`config.mk`:
```
export PLATFORM = sky130hd
export DESIGN_NAME = fetch_sequencer_flat
export DESIGN_NICKNAME = d
export VERILOG_FILES = /design/src/rtl/fetch_sequencer_if.sv /design/src/rtl/fetch_sequencer.sv /design/src/flat_wrapper.sv
export SDC_FILE = /design/constraint.sdc
export NUM_CORES = 1
export LEC_CHECK = 0
export CAP_MARGIN = 20
export CORE_ASPECT_RATIO = 0.8
export CORE_MARGIN = 1.5
export CORE_UTILIZATION = 40
export CTS_CLUSTER_DIAMETER = 100
export DETAILED_ROUTE_END_ITERATION = 10
export MAX_ROUTING_LAYER = met4
export PLACE_DENSITY = 0.71
export SYNTH_ARGS = -nofsm -noshare
export SYNTH_HDL_FRONTEND = slang
export SYNTH_SLANG_ARGS = --single-unit
export TNS_END_PERCENT = 10
```
`constraint.sdc`:
```
create_clock -name clk -period 2.7 [get_ports clk]
set_input_delay 0.27 -clock clk [delete_from_list [all_inputs] [get_ports clk]]
set_output_delay 0.27 -clock clk [all_outputs]
set_load 0.05 [all_outputs]
```
`src/rtl/fetch_sequencer_if.sv`:
```
`default_nettype none
// ============================================================================
//  Module      : fetch_sequencer_if
//  Description : Bundle of signals between fetch_sequencer, instruction
//                memory, decode and execute. The slave side is the sequencer.
//  Revision    : 1.0  initial release
// ============================================================================
interface fetch_sequencer_if;
  logic [9:0]  ProgCounter;
  logic [31:0] InstrIn;
  logic [31:0] InstrOut;
  logic [9:0]  PCOut;
  logic        InstrValid;
  logic        DecodeReady;
  logic        BranchTaken;
  logic [9:0]  BranchTarget;
  logic        Halted;
  logic [15:0] FetchCount;

  // Sequencer side
  modport slave (
    output ProgCounter, InstrOut, PCOut, InstrValid, Halted, FetchCount,
    input  InstrIn, DecodeReady, BranchTaken, BranchTarget
  );

  // Environment side (memory, decode, execute)
  modport master (
    input  ProgCounter, InstrOut, PCOut, InstrValid, Halted, FetchCount,
    output InstrIn, DecodeReady, BranchTaken, BranchTarget
  );
endinterface
`default_nettype wire

```
`src/rtl/fetch_sequencer.sv`:
```
`default_nettype none
// ============================================================================
//  Module      : fetch_sequencer
//  Description : Instruction fetch sequencer with a one-entry output register,
//                decode backpressure, branch redirect, halt-word detection
//                and a saturating count of accepted instructions.
//  Revision    : 1.0  initial release
// ============================================================================
module fetch_sequencer #(
  parameter logic [9:0]  RESET_PC  = 10'd0,
  parameter logic [31:0] HALT_WORD = 32'hFFFF_FFFF
) (
  input  wire logic         clk,
  input  wire logic         Reset,
  fetch_sequencer_if.slave  bus
);

  typedef enum logic [0:0] {
    ST_FETCH  = 1'b0,
    ST_HALTED = 1'b1
  } state_t;

  // Clears the byte-offset bits so every address is word aligned
  localparam logic [9:0]  c_ALIGN_MASK = 10'h3FC;
  localparam logic [15:0] c_COUNT_MAX  = 16'hFFFF;

  state_t      r_state;
  logic [9:0]  r_pc;
  logic [31:0] r_instr;
  logic [9:0]  r_pcout;
  logic        r_valid;
  logic [15:0] r_count;

  state_t      w_state_nxt;
  logic [9:0]  w_pc_nxt;
  logic [31:0] w_instr_nxt;
  logic [9:0]  w_pcout_nxt;
  logic        w_valid_nxt;
  logic [15:0] w_count_nxt;
  logic        w_handshake;
  logic [9:0]  w_target;

  // r_valid is always 0 in HALTED, so no handshake can occur there
  assign w_handshake = r_valid & bus.DecodeReady;
  assign w_target    = bus.BranchTarget & c_ALIGN_MASK;

  // Next-state and datapath decisions; redirect outranks fetch, stall and halt
  always_comb begin
    w_state_nxt = r_state;
    w_pc_nxt    = r_pc;
    w_instr_nxt = r_instr;
    w_pcout_nxt = r_pcout;
    w_valid_nxt = r_valid;
    w_count_nxt = r_count;

    // A handshake counts even when the same cycle flushes the register
    if (w_handshake && (r_count != c_COUNT_MAX)) begin
      w_count_nxt = r_count + 16'd1;
    end

    if (bus.BranchTaken) begin
      w_pc_nxt    = w_target;
      w_valid_nxt = 1'b0;
      w_state_nxt = ST_FETCH;
    end else if ((r_state == ST_FETCH) && (!r_valid || w_handshake)) begin
      if (bus.InstrIn == HALT_WORD) begin
        // Halt word is never presented; PC parks on its address
        w_state_nxt = ST_HALTED;
        w_valid_nxt = 1'b0;
      end else begin
        w_instr_nxt = bus.InstrIn;
        w_pcout_nxt = r_pc;
        w_valid_nxt = 1'b1;
        w_pc_nxt    = r_pc + 10'd4;
      end
    end
  end

  // State and datapath registers with synchronous reset
  always_ff @(posedge clk) begin
    if (Reset) begin
      r_state <= ST_FETCH;
      r_pc    <= RESET_PC & c_ALIGN_MASK;
      r_instr <= 32'd0;
      r_pcout <= 10'd0;
      r_valid <= 1'b0;
      r_count <= 16'd0;
    end else begin
      r_state <= w_state_nxt;
      r_pc    <= w_pc_nxt;
      r_instr <= w_instr_nxt;
      r_pcout <= w_pcout_nxt;
      r_valid <= w_valid_nxt;
      r_count <= w_count_nxt;
    end
  end

  assign bus.ProgCounter = r_pc;
  assign bus.InstrOut    = r_instr;
  assign bus.PCOut       = r_pcout;
  assign bus.InstrValid  = r_valid;
  assign bus.Halted      = (r_state == ST_HALTED);
  assign bus.FetchCount  = r_count;

endmodule
`default_nettype wire

```
`src/flat_wrapper.sv`:
```
// flat-port wrapper written by rule: the top's interface ports become plain ports
module fetch_sequencer_flat 
#(
  parameter logic [9:0]  RESET_PC  = 10'd0,
  parameter logic [31:0] HALT_WORD = 32'hFFFF_FFFF
)
  (clk, Reset, bus_ProgCounter, bus_InstrOut, bus_PCOut, bus_InstrValid, bus_Halted, bus_FetchCount, bus_InstrIn, bus_DecodeReady, bus_BranchTaken, bus_BranchTarget);
  fetch_sequencer_if bus_i ();
  input  wire logic clk;
  input  wire logic Reset;
  output wire logic [$bits(bus_i.ProgCounter)-1:0] bus_ProgCounter;
  output wire logic [$bits(bus_i.InstrOut)-1:0] bus_InstrOut;
  output wire logic [$bits(bus_i.PCOut)-1:0] bus_PCOut;
  output wire logic [$bits(bus_i.InstrValid)-1:0] bus_InstrValid;
  output wire logic [$bits(bus_i.Halted)-1:0] bus_Halted;
  output wire logic [$bits(bus_i.FetchCount)-1:0] bus_FetchCount;
  input wire logic [$bits(bus_i.InstrIn)-1:0] bus_InstrIn;
  input wire logic [$bits(bus_i.DecodeReady)-1:0] bus_DecodeReady;
  input wire logic [$bits(bus_i.BranchTaken)-1:0] bus_BranchTaken;
  input wire logic [$bits(bus_i.BranchTarget)-1:0] bus_BranchTarget;
  assign bus_ProgCounter = bus_i.ProgCounter;
  assign bus_InstrOut = bus_i.InstrOut;
  assign bus_PCOut = bus_i.PCOut;
  assign bus_InstrValid = bus_i.InstrValid;
  assign bus_Halted = bus_i.Halted;
  assign bus_FetchCount = bus_i.FetchCount;
  assign bus_i.InstrIn = bus_InstrIn;
  assign bus_i.DecodeReady = bus_DecodeReady;
  assign bus_i.BranchTaken = bus_BranchTaken;
  assign bus_i.BranchTarget = bus_BranchTarget;
  fetch_sequencer #(.RESET_PC(RESET_PC), .HALT_WORD(HALT_WORD)) u_core (.clk(clk), .Reset(Reset), .bus(bus_i));
endmodule
```
Word level (Yosys, flattened, before mapping). Cells that the tools add are included.

Register bits after elaboration: 70. Latch bits: 0. Memory bits (writable): 0. ROM bits: 0. Input bits: 46. Output and inout bits: 70. Logic and storage cells: 30. Memories kept: 0.

$add $sub $neg: 2. $mul: 0. Divide/modulo/power cells: 0. Order comparisons: 0. Eq/ne operators: 3. Shift-type cells: 0. Muxes and demuxes: 4. Bitwise operators: 4. Reductions and logical operators: 10.

Operators with widths (number): == test 32 bit, second input constant (1); 2-to-1 mux 10 bit (3); adder 16 x 1 -> 16 bit, second input constant (1); inequality test 16 bit, second input constant (1); adder 10 x 3 -> 10 bit, second input constant (1); AND reduction 2 bit (3); NOT 1 bit (3); AND reduction 3 bit (1); logical AND 1 bit (2); inequality test 2 bit, second input constant (1); nonzero test 2 bit (1); OR reduction 2 bit (1); AND 1 bit (1); zero test 1 bit (1); logical OR 1 bit (1); 2-to-1 mux 1 bit (1).

Longest topological paths before layout. Gate-level depths: netlist of the first run.

Depth in word-level cells: 5. Gate-level depth with buffers: 7. Gate-level depth less buffers: 6.

Least setup slack after synthesis of the first run. Ideal clock, no wire load.

Path type: register to register. From: register u_core.r_count[0], in the netlist u_core.bus.FetchCount[0]. To: register u_core.r_count[13], in the netlist u_core.bus.FetchCount[13]. Library setup time: 128 ps. Arrival time: 2014 ps. Data required time: 2572 ps. Slack: 559 ps. Stages on the path, launching flop included: 8. Buffers on the path: 1. Clock period less this slack: 2141 ps. Cell sequence: dfxtp_1 ha_1 nand3_1 nor4_4 buf_2 nand4b_1 xor2_1 nor2_1.

Cells in the longest elaborated chain, start to end: 2. Elaborated cells between the ends (all ways): 3. Classes of those cells: 1 x add/sub; 1 x eq/ne; 1 x reduce/logical.

RTL lines: from (decl) (RTL line fetch_sequencer.sv:32) `logic [15:0] r_count;`; from (signal assigned) (RTL line fetch_sequencer.sv:94) `r_count <= w_count_nxt;`; branches (longest 2 deep; another with adder 16 x 1 -> 16 bit).

Parallel ways; which one is timed is not known. A chain may end at the register's enable or synchronous reset.

Final worst setup path of the first run.
From: input bus_InstrIn[14]. To: register u_core.r_pc[2], in the netlist u_core.bus.ProgCounter[2].

Cells in the longest elaborated chain, start to end: 3.

RTL lines: from (decl) (RTL line flat_wrapper.sv:17) `input wire logic [$bits(bus_i.InstrIn)-1:0] bus_InstrIn;`; == test 32 bit (RTL line fetch_sequencer.sv:66) `if (bus.InstrIn == HALT_WORD) begin`; inequality test 2 bit (no line); AND reduction 2 bit (no line); to (signal assigned) (RTL line fetch_sequencer.sv:83) `r_pc <= RESET_PC & c_ALIGN_MASK;`; to (signal assigned) (RTL line fetch_sequencer.sv:90) `r_pc <= w_pc_nxt;`; to (decl) (RTL line fetch_sequencer.sv:28) `logic [9:0] r_pc;`.

Every way passes these cells.

==> flow_summary.yaml, run 1 <==
routing:
  dr.pass1.iters: 4
  routed_wl_um: 7770
  viasPerCell: 4.94
  routedWlPerCell_um: 13.8
  first_iter_violations: 98
  via_count: 2790
  drtAntennaViolNets: 0
  drc: 0
yosys:
  ys_seq_elements: 66
  yosys_warnings: 0
  ys.flop_type: "dfxtp_1"
  synth_area_mm2: 0.00309
  seq_area_frac_synth_pct: 42.8
  synth.avg_cell_area_um2: 8.90
  synth_edf_count: 0
  synth_cell_type_count: 47
  synth-async-reset-ratio_pct: 0
  netlist_instances: 347
hold_path:
  hold_path_class: "primary input to flop"
  min_from: "Reset"
  min_path_cells: 2
  holdPathEnd: "u_core.bus.FetchCount[13]"
grt:
  antenna_found_initial: 0
  grt_pass1_wl_um: 12800
  grt_pass1_vias: 2688
  track_usage_pct: 20.5
  grt-ovfl-total: 0
  grt_max_degree: 42
setup_path:
  cp_max_fo: 41
  r2r-end: "u_core.bus.FetchCount[10]"
  rrSetupSlack_ps: 800
  arrival_ps: 2300
  cp-start-kind: "primary input"
  worstSetupPathType: "primary input to flop"
  timing.rr.start: "u_core.bus.FetchCount[0]"
  setup.worst_path.end_class: "flop"
  reg2reg_depth: 7
  required_ps: 2930
floorplanning:
  dieArea_mm2: 0.00826
  core_area_mm2: 0.00743
  initial_core_util_pct: 41.6
  rows: 28
  io_pins: 116
  die_h_um: 81.6
  die_width_um: 101
clock_network:
  clock-root-buffer: "clkbuf_8"
  cts-htree-levels: 3
  clkTransAtPathRegs_ps: 80
  cts_max_path_buffers: 2
  worst_skew_pair.late_latency_ps: 350
  cts_hold_buf: 0
  cts_tree: "yes"
  cts_buffers: 9
  cts_resized: 0
  cts_setup_buffers: 0
  cts.sinks: 66
final_layout:
  nets: 503
  utilization_pct: 60.7
  diodes: 0
  area_growth_pct: 46.1
  nFillCells: 673
  drive_gt1_share_pct: 17.0
  final_common_cell: "clkdlybuf4s50_1"
  most-common-layout-cells: "clkdlybuf4s50_1 (108), nand2_1 (86), dfxtp_1 (66)"
sta:
  clock_skew_ps: 15.6
  period_share_pct: 76.7
  tns_ps: 0
  grt_setup_unrepaired: "false"
  max_freq_mhz: 483
  hold_viol: 0
  relSlewSlack_pct: 62.3
  finalMaxSlewViolations: 0
  setup_viol: 0
  fin_crit_ps: 2070
  tightestPinTransition_ps: 561
power_and_ir_drop:
  power.leakage_uw: 0.00161
  p_total_uw: 2500
  power.density_mw_per_mm2: 555
  irDropWorstVdd_mv: 0.339
status:
  outcome: "finished, final reports clean"
run:
  maxCapViolCount: 0
place:
  numPortBuffers: 109
  place_congestion: 0.791
  dp_hpwl_um: 5480
## worst max-delay path, stage by stage
cell and delay, ps:
clkdlybuf4s50_1 530, nand4_1 150, nor4_4 570, a2111oi_4 170, buf_12 220, a2111oi_1 380
## flip-flops by register name (all words and copies together) (netlist names)
name	count
u_core.bus.InstrValid	1
u_core.bus.InstrOut	32
u_core.bus.PCOut	8
u_core.bus.ProgCounter	8
u_core.bus.FetchCount	16
u_core.bus.Halted	1
## through the flow
step | hold slack (ps) | area [um^2] | std cells | setup WS, ps
CTS | 374 | 4510 | 565 | 651
detailed placement | 456 | 4280 | 549 | 283
global placement | 454 | 4280 | 549 | 327
finish | 382 | 4510 | 565 | 629
global route | 397 | 4510 | 565 | 549
floorplan | 415 | 3100 | 350 | 559
## cells in the mapped netlist (2+ instances only)
master     instances  area, um^2
a21oi_1            8        40.0
nand3_1            6        30.0
and4b_1            2        20.0
a21oi_2           41         359
nand2_1           86         323
a311oi_1           2        17.5
dfxtp_1           66        1320
buf_2              5        25.0
and4_1             2        17.5
nand4_1           11        68.8
and3_1             3        18.8
nor4_1             2        12.5
inv_1              8        30.0
nor4_4             3        63.8
buf_4              4        30.0
a211oi_1           3        22.5
nor2_1            17        63.8
nand2b_1           6        37.5
nor3b_1            2        15.0
nor3_1             7        35.0
xnor2_1            9        78.8
a2111oi_2          5        75.1
ha_1               2        25.0
a31o_1             2        17.5
and2_1             3        18.8
nor2b_1            8        50.1
buf_6              4        45.0
clkbuf_1           9        33.8
xor2_1             3        26.3
## layout make-up
cell class              instances  area, um^2  area share, %
well taps                     105         131           2.91
flip-flops and latches         66        1320           29.3
clock inverters                 5        85.1           1.89
multi-input cells             254        1630           36.1
repair buffers                116        1170           25.8
clock buffers                  11         151           3.36
inverters                       8        30.0          0.666
## logic make-up (layout without fill, tap and decap cells)
| family | count (synthesis) | after routing | share of synthesized area [%] |
|---|---|---|---|
| xor gates and xnor gates | 12 | 12 | 3.40 |
| AOI/OAI and AO/OA | 70 | 70 | 19.9 |
| muxes | 1 | 1 | 0.365 |
| other | 1 | 4 | 0.121 |
| and+or+nand+nor | 165 | 165 | 27.4 |
| buffers and inverters | 30 | 140 | 5.31 |
| DFF | 66 | 66 | 42.8 |
| adders and majority gates | 2 | 2 | 0.810 |
## worst max path at each step
stage | startpoint | to | slack, ps | depth (start not counted)
detailed placement | bus_InstrIn[14] | u_core.bus.ProgCounter[2] | 280 | 6
global placement | bus_InstrIn[14] | u_core.bus.ProgCounter[2] | 330 | 6
finish | bus_InstrIn[14] | u_core.bus.ProgCounter[2] | 630 | 6
CTS | bus_InstrIn[14] | u_core.bus.ProgCounter[2] | 650 | 6
floorplan | u_core.bus.FetchCount[0] | u_core.bus.FetchCount[13] | 560 | 7
global route | bus_InstrIn[14] | u_core.bus.ProgCounter[2] | 550 | 6
## layer usage
layer | up-vias | wire length (um) | track usage [%]
met3 | 7 | 564 | 6.89
met1 | 1281 | 3660 | 25.4
met5 | - | 0 | -
met2 | 90 | 3480 | 31.9
met4 | 0 | 66 | 5.97
li1 | 1412 | - | -
## report_power, final
group          internal, uW  switching (uW)  leakage, uW  total (uW)
Combinational           185             303     0.000956         488
Sequential             1020            31.3     0.000540        1050
Clock                   575             392     0.000116         967
Power figures use the tool's default switching activity.
==> run 2: changes to the inputs <==
==> constraint.sdc (replaced) <==
create_clock -name clk -period 2.1 [get_ports clk]
set_input_delay 0.21 -clock clk [delete_from_list [all_inputs] [get_ports clk]]
set_output_delay 0.21 -clock clk [all_outputs]
set_load 0.05 [all_outputs]
==> run 2 against run 1 <==
Combinational power up 30%. Cell count up 2.1%. Hold slack worse by 12 ps. Power up 29%. Core utilization up 1.2 points. Highest routed layer unchanged. Setup slack worse by 410 ps. Flip-flop and latch count unchanged. Largest cell class unchanged.
==> flow_summary.yaml, run 2 (synthesis gave the netlist of run 1 again) <==
power_and_ir_drop:
  irDropWorstVdd_mv: 0.378
  internal-power_uw: 2290
  power.leakage_uw: 0.00168
  swShare_pct: 28.9
  p_switching_uw: 931
  power.density_mw_per_mm2: 700
  clockPowerShare_pct: 38.5
  comb_power_share_pct: 19.7
  seqPwrFrac_pct: 41.9
grt:
  antenna_found_initial: 0
  grt_pass1_vias: 2724
  grt_pass1_wl_um: 12600
  track_usage_pct: 20.2
  grt-ovfl-total: 0
  grt_max_degree: 51
clock_network:
  cts_setup_buffers: 0
  cts_tree: "yes"
  cts_hold_buf: 0
  cts_buffers: 9
  cts.sinks: 66
  worst_skew_pair.late_latency_ps: 340
  cts-htree-levels: 3
  clkTransAtPathRegs_ps: 70
  cts_resized: 0
  cts_max_path_buffers: 2
  clock-root-buffer: "clkbuf_8"
floorplanning:
  rows: 28
  dieArea_mm2: 0.00826
  initial_core_util_pct: 41.6
  io_pins: 116
  core_area_mm2: 0.00743
  die_width_um: 101
  die_h_um: 81.6
setup_path:
  rrSetupSlack_ps: 240
  reg2reg_depth: 6
  critPathMaxStageDelay_ps: 870
  slowest_stage: "clkdlybuf4s50_1"
  critical_path.top_delay_family: "buffers and inverters"
  arrival_ps: 1680
  required_ps: 1890
  cp-start-kind: "flop"
  r2r-end: "u_core.bus.FetchCount[10]"
  worstPathBufferInverterCount: 1
  worstSetupPathType: "flop to primary output"
  setup.worst_path.end_class: "primary output"
  crit_chain: "clkdlybuf4s50_1"
  timing.rr.start: "u_core.bus.FetchCount[0]"
  cp_max_fo: 7
run:
  maxCapViolCount: 0
place:
  placed_area_mm2: 0.00437
  post-place-ws_ps: -80.0
  dp_hpwl_um: 5720
  numPortBuffers: 109
  place_congestion: 0.800
routing:
  routed_wl_um: 7820
  via_count: 2844
  drc: 0
  dr.pass1.iters: 4
  viasPerCell: 4.93
  routedWlPerCell_um: 13.6
  first_iter_violations: 79
  drtAntennaViolNets: 0
hold_path:
  min_path_cells: 2
  holdPathEnd: "u_core.bus.FetchCount[8]"
  hold_path_class: "primary input to flop"
  min_from: "Reset"
final_layout:
  most-common-layout-cells: "clkdlybuf4s50_1 (108), nand2_1 (86), dfxtp_1 (64)"
  nFillCells: 659
  final_common_cell: "clkdlybuf4s50_1"
  drive_gt1_share_pct: 19.5
  largest_reg_flops: 32
  final_cell_area_mm2: 0.00460
  area_growth_pct: 49.1
  diodes: 0
  nets: 515
status:
  outcome: "finished, final reports clean"
sta:
  max_freq_mhz: 530
  period_share_pct: 89.8
  relSlewSlack_pct: 55.0
  fin_crit_ps: 1890
  setup_viol: 0
  clock_skew_ps: 10.7
  finalMaxSlewViolations: 0
  hold_viol: 0
  grt_setup_unrepaired: "false"
  setup_slack_ps: 214
  tightestPinTransition_ps: 676
==> run 2: metal layers <==
layer	track usage, %	vias to the layer above	part of all wire [%]
met2	32.1	85	46
met1	24.1	1316	46
li1	-	1434	-
met5	-	-	0
met4	5.42	0	0.96
met3	7.91	9	7.1
==> run 2: worst max-delay path by stage <==
stage	end	startpoint	slack, ps	depth (start not counted)
global route	u_core.bus.FetchCount[10]	u_core.bus.FetchCount[3]	40	6
detailed placement	u_core.bus.ProgCounter[9]	bus_InstrIn[13]	-80	7
global placement	u_core.bus.ProgCounter[6]	bus_InstrIn[13]	2	7
CTS	bus_Halted	u_core.bus.Halted	180	1
finish	bus_Halted	u_core.bus.Halted	210	1
floorplan	u_core.bus.FetchCount[13]	u_core.bus.FetchCount[8]	40	6
==> run 2: through the flow <==
step	instances	TNS, ps	util (%)	total power, uW	hold slack [ps]
6_report	577	0	62.0	3220	370
5_1_grt	577	0	62.0	3350	393
4_1_cts	577	0	62.0	3260	370
3_5_place_dp	561	-146	58.8	2010	458
3_3_place_gp	561	0	58.8	2000	454
2_1_floorplan	350	0	-	1770	355
==> run 2: final cells by class <==
class / count / area, um^2 / share of cell area, %
multi-input cells: 254 / 1630 / 35.3
flip-flops and latches: 66 / 1320 / 28.7
repair buffers: 128 / 1260 / 27.3
clock buffers: 11 / 151 / 3.29
well taps: 105 / 131 / 2.85
clock inverters: 5 / 85.1 / 1.85
inverters: 8 / 30.0 / 0.652
==> run 2: power groups by stage <==
stage               registers [uW]  clock network, uW  logic (uW)
floorplan                     1560                  0         203
global placement              1370                  0         630
detailed placement            1380                  0         634
CTS                           1350               1270         637
global route                  1350               1320         672
finish                        1350               1240         634
==> run 3: changes to the inputs <==
--- a/config.mk
+++ b/config.mk
@@ -7,12 +7,13 @@
 export LEC_CHECK = 0
 export CAP_MARGIN = 20
 export CORE_ASPECT_RATIO = 0.8
-export CORE_MARGIN = 1.5
+export CORE_MARGIN = 5
 export CORE_UTILIZATION = 40
 export CTS_CLUSTER_DIAMETER = 100
 export DETAILED_ROUTE_END_ITERATION = 10
 export MAX_ROUTING_LAYER = met4
 export PLACE_DENSITY = 0.71
+export REMOVE_ABC_BUFFERS = 1
 export SYNTH_ARGS = -nofsm -noshare
 export SYNTH_HDL_FRONTEND = slang
 export SYNTH_SLANG_ARGS = --single-unit
==> run 3 against run 2 <==
Clock skew is 2.6 ps lower. Count of clock-buffer cells in the layout is 3 higher. Cell count is 0.17% higher. Power is 2.2% lower. Critical path type unchanged.
==> flow_summary.yaml, run 3 (synthesis gave the netlist of run 1 again) <==
routing:
  dr.pass1.iters: 5
  via_count: 2836
  routed_wl_um: 8040
  drtAntennaViolNets: 0
  routedWlPerCell_um: 13.9
  drc: 0
  viasPerCell: 4.91
  first_iter_violations: 80
setup_path:
  required_ps: 1890
  arrival_ps: 1680
  rrSetupSlack_ps: 220
  slowest_stage: "clkdlybuf4s50_1"
  cp-start-kind: "flop"
  critical_path.top_delay_family: "buffers and inverters"
  cp_max_fo: 7
  critPathMaxStageDelay_ps: 890
  setup.worst_path.end_class: "primary output"
  worstPathBufferInverterCount: 1
  timing.rr.start: "u_core.bus.FetchCount[1]"
  crit_chain: "clkdlybuf4s50_1"
  startpoint: "u_core.bus.Halted"
  worstSetupPathType: "flop to primary output"
floorplanning:
  die_width_um: 108
  io_pins: 116
  initial_core_util_pct: 41.4
  core_area_mm2: 0.00746
  die_h_um: 88.6
  dieArea_mm2: 0.00959
  rows: 28
hold_path:
  hold_path_class: "primary input to flop"
  min_from: "Reset"
final_layout:
  diodes: 0
  drive_gt1_share_pct: 19.2
  largest_reg_flops: 32
  most-common-layout-cells: "clkdlybuf4s50_1 (108), nand2_1 (86), dfxtp_1 (66)"
  final_cells: 578
  utilization_pct: 62.0
  area_growth_pct: 49.9
  nets: 517
  nFillCells: 666
  final_common_cell: "clkdlybuf4s50_1"
clock_network:
  cts_max_path_buffers: 2
  cts_tree: "yes"
  clock-root-buffer: "clkbuf_8"
  cts_hold_buf: 0
  cts-htree-levels: 3
  clkTransAtPathRegs_ps: 60
  cts_setup_buffers: 0
  cts_resized: 0
  worst_skew_pair.late_latency_ps: 340
  cts.sinks: 66
  cts_buffers: 9
run:
  maxCapViolCount: 0
power_and_ir_drop:
  power.leakage_uw: 0.00169
  irDropWorstVdd_mv: 0.379
  power.density_mw_per_mm2: 680
place:
  place_congestion: 0.803
  dpl.cell_count: 563
  numPortBuffers: 109
  dp_hpwl_um: 6120
sta:
  fin_crit_ps: 1890
  period_share_pct: 89.8
  clock_skew_ps: 8.09
  relSlewSlack_pct: 59.8
  max_freq_mhz: 530
  tightestPinTransition_ps: 603
  hold_viol: 0
  finalMaxSlewViolations: 0
  setup_viol: 0
  grt_setup_unrepaired: "false"
grt:
  grt_pass1_vias: 2729
  grt-ovfl-total: 0
  grt_max_degree: 40
  track_usage_pct: 17.8
  grt_pass1_wl_um: 13100
  antenna_found_initial: 0
status:
  outcome: "finished, final reports clean"
run 3: worst paths after layout:
kind / to / cells past startpoint
setup / recovery: bus_Halted / 1
hold / removal: u_core.bus.PCOut[5] / 2
setup reg to reg: u_core.bus.FetchCount[10] / 6
hold reg to reg: u_core.bus.InstrOut[29] / 2
run 3: report_power, final:
group / switching, uW / leakage, uW / internal [uW]
logic: 396 / 0.00104 / 256
clock network: 445 / 0.000115 / 704
registers: 39.1 / 0.000540 / 1310
run 3: per-stage QoR:
stage | worst slack, ps | cell area, um^2 | hold slack (ps) | power [uW] | setup TNS [ps]
after floorplan | -1070 | 2970 | 272 | 1720 | -41470
after global placement | -61.8 | 4410 | 454 | 2020 | -723
after detailed placement | -125 | 4410 | 456 | 2030 | -1950
after CTS | 179 | 4630 | 298 | 3200 | 0
after global routing | 62.3 | 4630 | 319 | 3290 | 0
final | 213 | 4630 | 316 | 3150 | 0
run 3: cell type report:
cell class	count	area, um^2	area share, %
clock buffers	14	193	4.16
clock inverters	1	30.0	0.649
inverters	8	30.0	0.649
multi-input cells	254	1630	35.1
flip-flops and latches	66	1320	28.5
well taps	105	131	2.84
repair buffers	130	1300	28.0
run 3: worst reg2reg max path, delay by kind of cell (launching register included):
kind	cells	cell delay [ps]
adder cells (fa/ha/maj)	1	250
AND/OR/NAND/NOR	3	770
flip-flops	1	390
AO/OA/AOI/OAI	2	370
run 3: per-layer routing:
layer	track usage [%]	routed length (um)	share of wire [%]	vias up
met5	-	0	0	-
met4	6.54	144	1.8	0
met3	4.23	375	4.7	15
met2	28.3	3680	46	76
met1	22.1	3850	48	1310
li1	-	-	-	1435
